===== src/rtl/seven_seg_scan_capture_pkg.sv =====
`default_nettype none
// ============================================================================
// Module  : seven_seg_scan_capture_pkg
// Purpose : Shared display definitions for the 7-segment scan capture path:
//           bus widths, digit count, FSM state type and select-decoding
//           helpers.
// Ports   : none (package)
// Revision: 1.0 - initial release
// ============================================================================
package seven_seg_scan_capture_pkg;

  localparam int NUM_DIGITS = 8;
  localparam int SEG_W      = 7;
  localparam int SEL_W      = 8;
  localparam int IDX_W      = 3;
  localparam int CUR_W      = SEL_W + SEG_W;

  // Frame-ordering state: IDLE waits for slot 1, SCAN tracks the expected slot.
  typedef enum logic [0:0] {
    ST_IDLE = 1'b0,
    ST_SCAN = 1'b1
  } scan_state_t;

  // True when exactly one select line is active.
  function automatic logic is_onehot(input logic [SEL_W-1:0] v);
    return (v != '0) && ((v & (v - SEL_W'(1))) == '0);
  endfunction

  // Index of the active select line; only meaningful for one-hot inputs.
  function automatic logic [IDX_W-1:0] onehot_to_idx(input logic [SEL_W-1:0] v);
    logic [IDX_W-1:0] idx;
    idx = '0;
    for (int i = 0; i < SEL_W; i++) begin
      if (v[i]) idx = IDX_W'(i);
    end
    return idx;
  endfunction

endpackage : seven_seg_scan_capture_pkg
`default_nettype wire


===== src/rtl/seven_seg_stable_filter.sv =====
`default_nettype none
// ============================================================================
// Module  : seven_seg_stable_filter
// Purpose : Debounces one scan slot of the multiplexed 7-segment bus. A slot
//           is accepted once {sel,seg} has been seen unchanged on STABLE_CNT
//           consecutive CE samples; it is accepted once only.
// Ports   : CLK      - system clock
//           CLR      - synchronous active-high reset
//           CE       - sample enable
//           cur      - current sample {sel_in, seg_in}
//           accept   - strobe, valid one-hot slot reached STABLE_CNT samples
//           sel_err  - strobe, a new sample carries a multi-hot select
//           acc_idx  - index of the accepted digit slot
//           acc_seg  - segment pattern of the accepted slot
// Revision: 1.0 - initial release
// ============================================================================
module seven_seg_stable_filter
  import seven_seg_scan_capture_pkg::*;
#(
  parameter int STABLE_CNT = 4   // legal range 2..15
) (
  input  logic             CLK,
  input  logic             CLR,
  input  logic             CE,
  input  logic [CUR_W-1:0] cur,
  output logic             accept,
  output logic             sel_err,
  output logic [IDX_W-1:0] acc_idx,
  output logic [SEG_W-1:0] acc_seg
);

  localparam logic [3:0] c_cnt_max = 4'(STABLE_CNT);
  localparam logic [3:0] c_cnt_pre = 4'(STABLE_CNT - 1);

  logic [CUR_W-1:0] r_s_q;
  logic [3:0]       r_cnt;

  logic             w_changed;
  logic [SEL_W-1:0] w_sel;
  logic             w_sel_onehot;

  assign w_sel        = cur[CUR_W-1:SEG_W];
  assign w_changed    = (cur != r_s_q);
  assign w_sel_onehot = is_onehot(w_sel);

  // The accept fires on the edge where the count reaches STABLE_CNT, so the
  // downstream registers capture on that same edge. Saturation at
  // STABLE_CNT guarantees a single accept per stable slot. Blank (all-zero)
  // and multi-hot selects fail the one-hot test and are never accepted.
  assign accept  = !CLR && CE && !w_changed && (r_cnt == c_cnt_pre) && w_sel_onehot;
  assign sel_err = !CLR && CE && w_changed && (w_sel != '0) && !w_sel_onehot;
  assign acc_idx = onehot_to_idx(w_sel);
  assign acc_seg = cur[SEG_W-1:0];

  always_ff @(posedge CLK) begin
    if (CLR) begin
      r_s_q <= '0;
      r_cnt <= '0;
    end else if (CE) begin
      if (w_changed) begin
        r_s_q <= cur;
        r_cnt <= 4'd1;
      end else if (r_cnt < c_cnt_max) begin
        r_cnt <= r_cnt + 4'd1;
      end
    end
  end

endmodule : seven_seg_stable_filter
`default_nettype wire


===== src/rtl/seven_seg_scan_capture.sv =====
`default_nettype none
// ============================================================================
// Module  : seven_seg_scan_capture
// Purpose : Receive-side monitor of the multiplexed 7-segment scan bus.
//           Rebuilds the eight per-digit segment words from debounced scan
//           slots and checks that slots arrive in order 1..8.
// Ports   : CLK, CLR        - clock, synchronous active-high reset
//           CE              - sample enable (scan driver strobe)
//           seg_in, sel_in  - multiplexed segment pattern / one-hot select
//           digit1..digit8  - captured segment word per digit
//           digit_valid     - bit k set once digit k+1 has been captured
//           frame_done      - pulse, slots 1..8 accepted in order
//           seq_err         - pulse, out-of-order slot accepted
//           sel_err         - pulse, new multi-hot select sampled
//           frame_cnt       - completed frame count (wrapping)
// Revision: 1.0 - initial release
// ============================================================================
module seven_seg_scan_capture
  import seven_seg_scan_capture_pkg::*;
#(
  parameter int STABLE_CNT = 4,  // legal range 2..15
  parameter int FRAME_W    = 8
) (
  input  logic               CLK,
  input  logic               CLR,
  input  logic               CE,
  input  logic [SEG_W-1:0]   seg_in,
  input  logic [SEL_W-1:0]   sel_in,
  output logic [SEG_W-1:0]   digit1,
  output logic [SEG_W-1:0]   digit2,
  output logic [SEG_W-1:0]   digit3,
  output logic [SEG_W-1:0]   digit4,
  output logic [SEG_W-1:0]   digit5,
  output logic [SEG_W-1:0]   digit6,
  output logic [SEG_W-1:0]   digit7,
  output logic [SEG_W-1:0]   digit8,
  output logic [NUM_DIGITS-1:0] digit_valid,
  output logic               frame_done,
  output logic               seq_err,
  output logic               sel_err,
  output logic [FRAME_W-1:0] frame_cnt
);

  logic             w_accept;
  logic             w_sel_err;
  logic [IDX_W-1:0] w_idx;
  logic [SEG_W-1:0] w_seg;

  scan_state_t      r_state;
  scan_state_t      w_state_nxt;
  logic [IDX_W-1:0] r_exp;
  logic [IDX_W-1:0] w_exp_nxt;
  logic [FRAME_W-1:0] w_frame_cnt_nxt;
  logic             w_frame_done_nxt;
  logic             w_seq_err_nxt;

  logic [SEG_W-1:0] r_digit [NUM_DIGITS];

  seven_seg_stable_filter #(
    .STABLE_CNT (STABLE_CNT)
  ) u_filter (
    .CLK     (CLK),
    .CLR     (CLR),
    .CE      (CE),
    .cur     ({sel_in, seg_in}),
    .accept  (w_accept),
    .sel_err (w_sel_err),
    .acc_idx (w_idx),
    .acc_seg (w_seg)
  );

  // Digit capture runs independently of frame ordering: any accepted slot
  // refreshes its digit, even when it breaks the sequence.
  always_ff @(posedge CLK) begin
    if (CLR) begin
      for (int k = 0; k < NUM_DIGITS; k++) begin
        r_digit[k] <= '0;
      end
      digit_valid <= '0;
    end else if (w_accept) begin
      r_digit[w_idx]     <= w_seg;
      digit_valid[w_idx] <= 1'b1;
    end
  end

  assign digit1 = r_digit[0];
  assign digit2 = r_digit[1];
  assign digit3 = r_digit[2];
  assign digit4 = r_digit[3];
  assign digit5 = r_digit[4];
  assign digit6 = r_digit[5];
  assign digit7 = r_digit[6];
  assign digit8 = r_digit[7];

  // Frame-ordering FSM. After a completed frame exp wraps to 0 while staying
  // in SCAN, so back-to-back frames need no re-sync. A stray slot 1 during
  // SCAN re-syncs in place; any other stray slot drops back to IDLE.
  always_comb begin
    w_state_nxt      = r_state;
    w_exp_nxt        = r_exp;
    w_frame_cnt_nxt  = frame_cnt;
    w_frame_done_nxt = 1'b0;
    w_seq_err_nxt    = 1'b0;
    if (w_accept) begin
      case (r_state)
        ST_IDLE: begin
          if (w_idx == '0) begin
            w_state_nxt = ST_SCAN;
            w_exp_nxt   = IDX_W'(1);
          end
        end
        ST_SCAN: begin
          if (w_idx == r_exp) begin
            if (r_exp == IDX_W'(NUM_DIGITS - 1)) begin
              w_frame_done_nxt = 1'b1;
              w_frame_cnt_nxt  = frame_cnt + FRAME_W'(1);
              w_exp_nxt        = '0;
            end else begin
              w_exp_nxt = r_exp + IDX_W'(1);
            end
          end else begin
            w_seq_err_nxt = 1'b1;
            if (w_idx == '0) begin
              w_exp_nxt = IDX_W'(1);
            end else begin
              w_state_nxt = ST_IDLE;
            end
          end
        end
        default: begin
          w_state_nxt = ST_IDLE;
        end
      endcase
    end
  end

  always_ff @(posedge CLK) begin
    if (CLR) begin
      r_state    <= ST_IDLE;
      r_exp      <= '0;
      frame_cnt  <= '0;
      frame_done <= 1'b0;
      seq_err    <= 1'b0;
      sel_err    <= 1'b0;
    end else begin
      r_state    <= w_state_nxt;
      r_exp      <= w_exp_nxt;
      frame_cnt  <= w_frame_cnt_nxt;
      frame_done <= w_frame_done_nxt;
      seq_err    <= w_seq_err_nxt;
      sel_err    <= w_sel_err;
    end
  end

endmodule : seven_seg_scan_capture
`default_nettype wire

===== config.mk =====
export PLATFORM = sky130hd
export DESIGN_NAME = seven_seg_scan_capture
export DESIGN_NICKNAME = d
export VERILOG_FILES = /design/src/rtl/seven_seg_scan_capture_pkg.sv /design/src/rtl/seven_seg_stable_filter.sv /design/src/rtl/seven_seg_scan_capture.sv
export SDC_FILE = /design/constraint.sdc
export NUM_CORES = 1
export LEC_CHECK = 0
export CAP_MARGIN = 10
export CORE_UTILIZATION = 34
export CTS_BUF_LIST = sky130_fd_sc_hd__clkbuf_8
export DETAILED_ROUTE_END_ITERATION = 8
export PLACE_DENSITY = 0.55
export SETUP_SLACK_MARGIN = 0.15
export SKIP_CTS_REPAIR_TIMING = 1
export SYNTH_ARGS = -nofsm -noshare
export SYNTH_HDL_FRONTEND = slang
export SYNTH_SLANG_ARGS = --single-unit

===== constraint.sdc =====
create_clock -name CLK -period 4.9 [get_ports CLK]
set_clock_uncertainty 0.15 [all_clocks]
set_input_delay 0.735 -clock CLK [delete_from_list [all_inputs] [get_ports CLK]]
set_output_delay 0.735 -clock CLK [all_outputs]
set_load 0.02 [all_outputs]

Word-level counts from Yosys, hierarchy flattened
Memory sizes are Yosys's and may differ from the RTL's.
Index checks and enable logic that the tools add are counted.
{ "classes": {"n_div": 0, "n_bitwise": 5, "mul": 0, "addsub": 4, "muxes": 28, "shifts": 0, "order_cmp": 3, "n_eq_ne": 4, "n_reduce_logical": 22} }
{ "ops": {"columns": ["operator", "n"], "rows": [
  ["two-way mux 3 bit", 8],
  ["inequality test 15 bit", 1],
  ["two-way mux 1 bit", 12],
  ["logical AND 1 bit", 9],
  ["adder 8 x 1 -> 8 bit, second input constant", 1],
  ["bitwise AND 8 bit", 1],
  ["zero test 8 bit", 1],
  ["two-way mux 4 bit", 2],
  ["OR 8 bit", 1],
  ["nonzero test 8 bit", 1],
  ["subtractor 8 x 1 -> 8 bit, second input constant", 1],
  ["two-way mux 7 bit", 1],
  ["OR reduction 7 bit", 1],
  ["case mux 3 bit (2 select lines)", 1],
  ["adder 4 x 1 -> 4 bit, second input constant", 1],
  ["equality test 4 x 2 -> 1 bit, second input constant", 1],
  ["less-than comparator 3 x 4 -> 1 bit, second input constant", 1],
  ["less-than comparator 4 x 3 -> 1 bit, second input constant", 1],
  ["two-way mux 2 bit", 2],
  ["AND reduction 2 bit", 2],
  ["AND reduction 4 bit", 1],
  ["OR reduction 4 bit", 1],
  ["adder 3 x 1 -> 3 bit, second input constant", 1],
  ["demux 1 bit (select 3 bit)", 1],
  ["9 further kinds", 13]
]} }
{ "word_totals": {"inputBits": 18, "register_bits": 42, "mem_count": 1, "ramBits": 56, "rom_bits": 0, "latch_bits": 0} }
{ "memory_table": {"columns": ["name", "words", "width", "read_ports", "rd_ports_with_merged_regs", "write_ports", "line", "source"], "rows": [
  ["r_digit", 8, 7, 8, 0, 8, "seven_seg_scan_capture.sv:57", "logic [SEG_W-1:0] r_digit [NUM_DIGITS];"]
]} }

Logic depth before layout (Yosys ltp)
{ "depth": {"word_depth": 12, "depth_mapped": 11, "ltp_nobuf": 7} }

Hierarchy
Synthesis repeated with hierarchy kept, for this count alone.
{ "unflattened": {"cells_unflattened": 375, "hier_area_um2": 4398.0} }
{ "by_module_without_submodules": {"columns": ["mod", "cells_per_inst", "n_inst", "area_each_um2", "seq_area_each_um2"], "rows": [
  ["seven_seg_scan_capture", 231, 1, 3113.0, 2142.1],
  ["seven_seg_stable_filter", 144, 1, 1285.0, 380.4]
]} }

Worst setup path before layout
No wires, ideal clock.
{ "synth_timing": {"path_type": "input-to-reg", "from": "input port sel_in[3]", "to": "memory r_digit[0][0] (enable)", "path_slack_ns": 1.277, "n_path_buf": 1, "t_arrival_ns": 3.093, "cell_stages": 6, "t_required_ns": 4.369, "path_cell_list": "clkbuf_1 or4_4 or4_4 and3_2 or3_1 o21ai_0"} }
{ "synth_lines": {"columns": ["element", "line", "source"], "rows": [
  ["start: declaration", "seven_seg_scan_capture.sv:28", "input logic [SEL_W-1:0] sel_in,"],
  ["end: declaration", "seven_seg_scan_capture.sv:57", null]
]} }

==> out/results.ini <==
[hold_path]
whs_path_depth=1
holdPathEnd=digit_valid[7]
hold_start=digit_valid[7]
hp-class=reg -> reg

[clock_tree]
tritoncts=yes
clk_pin_slew_ps=90
clkLatencyLatePin_ps=360
cts_buffers=9
cts_root_buf=clkbuf_8
clock_path_buffers=2
htreeDepth=3
clock_sinks=98

[cells_and_area]
drive_gt1_share_pct=10.7
insertedDiodeCount=0
fillers=1160
seqCellArea_mm2=0.00252
nets=474
multi_input_area_mm2=0.00159
area_growth_pct=31.6

[sta]
finalSetupViolCount=0
maxSlewHeadroom_pct=60.9
hold_viol_final=0
fin_setup_tns_ps=0
finalCritPeriodShare_pct=80.8
finalWorstSetupSlack_ps=941
fmax_mhz=253
tightest_slew_ps=585
drv_slew=0
rsz0062_at_grt=false
min_period_ps=3960

[yosys]
synth_cell_type_count=54
yosys_register_bits=98
postSynthAreaPerCell_um2=11.7
synth_top_area_cell=edfxtp_1
synth_edf_count=56
synth.most_common_cell=edfxtp_1
syn_area_mm2=0.00424
yosysSeqAreaShare_pct=59.4
synthTopCellsByArea=edfxtp_1 (40%), dfxtp_1 (20%), and2_1 (7.5%), mux2i_1 (3.8%), xor2_1 (2.7%)
synthArstFlopShare_pct=0
netlist.area_leader.share_pct=39.6
synthTopCellsByCount=edfxtp_1 (56), and2_1 (51), dfxtp_1 (42)
synth.net_count=384
syn_inst=362
synth_ff_type=edfxtp_1
ys.warnings.count=0

[floorplan]
die_w_um=114
initial_core_util_pct=35.0
die_h_um=114
die_area_mm2=0.0129
placementRows=40
pin_count=93
core_mm2=0.0121

[setup_path]
required_ps=4800
crit_arrival_ps=3860
crit_fanout=9
path_cells=clkdlybuf4s50_1, or4_4, or4_4, and3_2, or3_1, nor3b_2, or2_1
r2r_end=r_digit[3][5]
crit_family=simple AND/OR/NAND/NOR gates
cp_common_cell=or4_4
ff2ff_path_depth=7
crit_buf_inv=1
max_stage_delay_ps=580
critPathLaunchType=input pin
worst-path-stages=7
reg2reg_slack_ps=1720
critical_path_class=in -> reg
r2r-start=u_filter.r_s_q[6]
crit_path_end_kind=flip-flop
cp_slowest_cell=or4_4

[place]
io_buffers=92
gp_congestion=0.803
dpl.hpwl_mm=6.92
pre_cts_ws_ps=566

[grt]
grt_max_degree=38
grt_pass1_wl_mm=15.2
grt_overflow_total=0
grt_pass1_vias=2770
grt_use_total_pct=15.7
antenna_found_initial=0

[outcome]
status=complete, no violations

[drt]
wire_per_inst_um=15.7
vias_per_cell=4.70
finalWirelength_mm=9.79
drtPass1Iterations=4
drc=0
first_iter_violations=104
drtAntennaViolNets=0
num_vias=2939

[power_and_ir_drop]
p_total_mw=1.63
powerDensity_mw_per_mm2=292
peakVddDrop_mv=0.120
power.leakage_nw=2.19

[run]
drv_cap=0

-- cell type report --
cell class                      count  share of cell area (%)
Tap cell                          168                    3.76
Sequential cell                    98                    45.2
Clock inverter                      7                    1.68
Clock buffer                        9                    2.22
Multi-Input combinational cell    233                    28.5
Timing Repair Buffer              107                    18.5
Inverter                            3                   0.202
-- cells by family (layout without fill, tap and decap cells) --
group                    count (synthesis)  after routing  synth area share (%)
buffers and inverters                   31            126                  3.10
flip-flops                              98             98                  59.4
AO/OA/AOI/OAI                           42             42                  6.69
adder cells (fa/ha/maj)                  5              5                  1.42
XOR/XNOR                                19             19                  3.92
multiplexers                            16             16                  3.77
AND/OR/NAND/NOR                        151            151                  21.7
-- per-stage QoR --
step                cells  cell area [µm²]  utilization (%)  hold slack, ps
floorplan             362             4240                -             304
global placement      609             5370             44.3             299
CTS                   625             5590             46.1             324
detailed placement    609             5370             44.3             302
finish                625             5590             46.1             316
global route          625             5590             46.1             340
-- power breakdown --
part           switching, mW  internal (mW)  leakage (nW)
Sequential            0.0107          0.890         0.917
Combinational         0.0879         0.0701          1.16
Clock                  0.286          0.288         0.111
Total                  0.384           1.25          2.19
-- state kept, by name (all words and copies together), names as in the netlist --
signal          flops
seq_err             1
digit_valid         8
frame_done          1
r_digit            56
r_exp               3
frame_cnt           8
u_filter.r_cnt      4
u_filter.r_s_q     15
sel_err             1
r_state             1
-- worst max path at each step --
stage	startpoint	to	slack, ps
6_report	sel_in[0]	r_digit[3][5]	940
5_1_grt	sel_in[0]	r_digit[3][5]	800
4_1_cts	sel_in[0]	r_digit[3][5]	970
3_5_place_dp	sel_in[0]	r_digit[3][3]	570
3_3_place_gp	sel_in[0]	r_digit[3][3]	660
2_1_floorplan	sel_in[3]	r_digit[0][0]	1280
-- metal layers --
metal | wire length [µm] | track usage (%) | share of wire (%)
met1 | 4800 | 21.8 | 49
met2 | 4350 | 23.5 | 44
met4 | 77 | 5.00 | 0.79
met5 | 0 | 0 | 0
met3 | 568 | 4.36 | 5.8
-- cells in the final DEF (no fill, tap or decap), types with 2 or more instances in the layout --
cell             instances
clkdlybuf4s50_1         92
edfxtp_1                56
and2_1                  51
dfxtp_1                 42
nor2_1                  26
mux2i_1                 16
buf_4                   15
xor2_1                  13
a21oi_1                 12
and3_1                  11
nand2_1                  9
clkbuf_8                 9
a21o_1                   8
or2_2                    7
or3_1                    6
xnor2_1                  6
nand4_1                  5
o21ai_0                  5
nor2b_1                  4
inv_1                    4
nor4_1                   4
o31ai_1                  4
or4_1                    4
ha_1                     4
nor3_1                   3
nand3_1                  3
or4_4                    2
and3_2                   2
or3b_2                   2
or2_1                    2
and3b_1                  2
a211oi_1                 2
bufinv_16                2
Power figures use the tool's default switching activity.
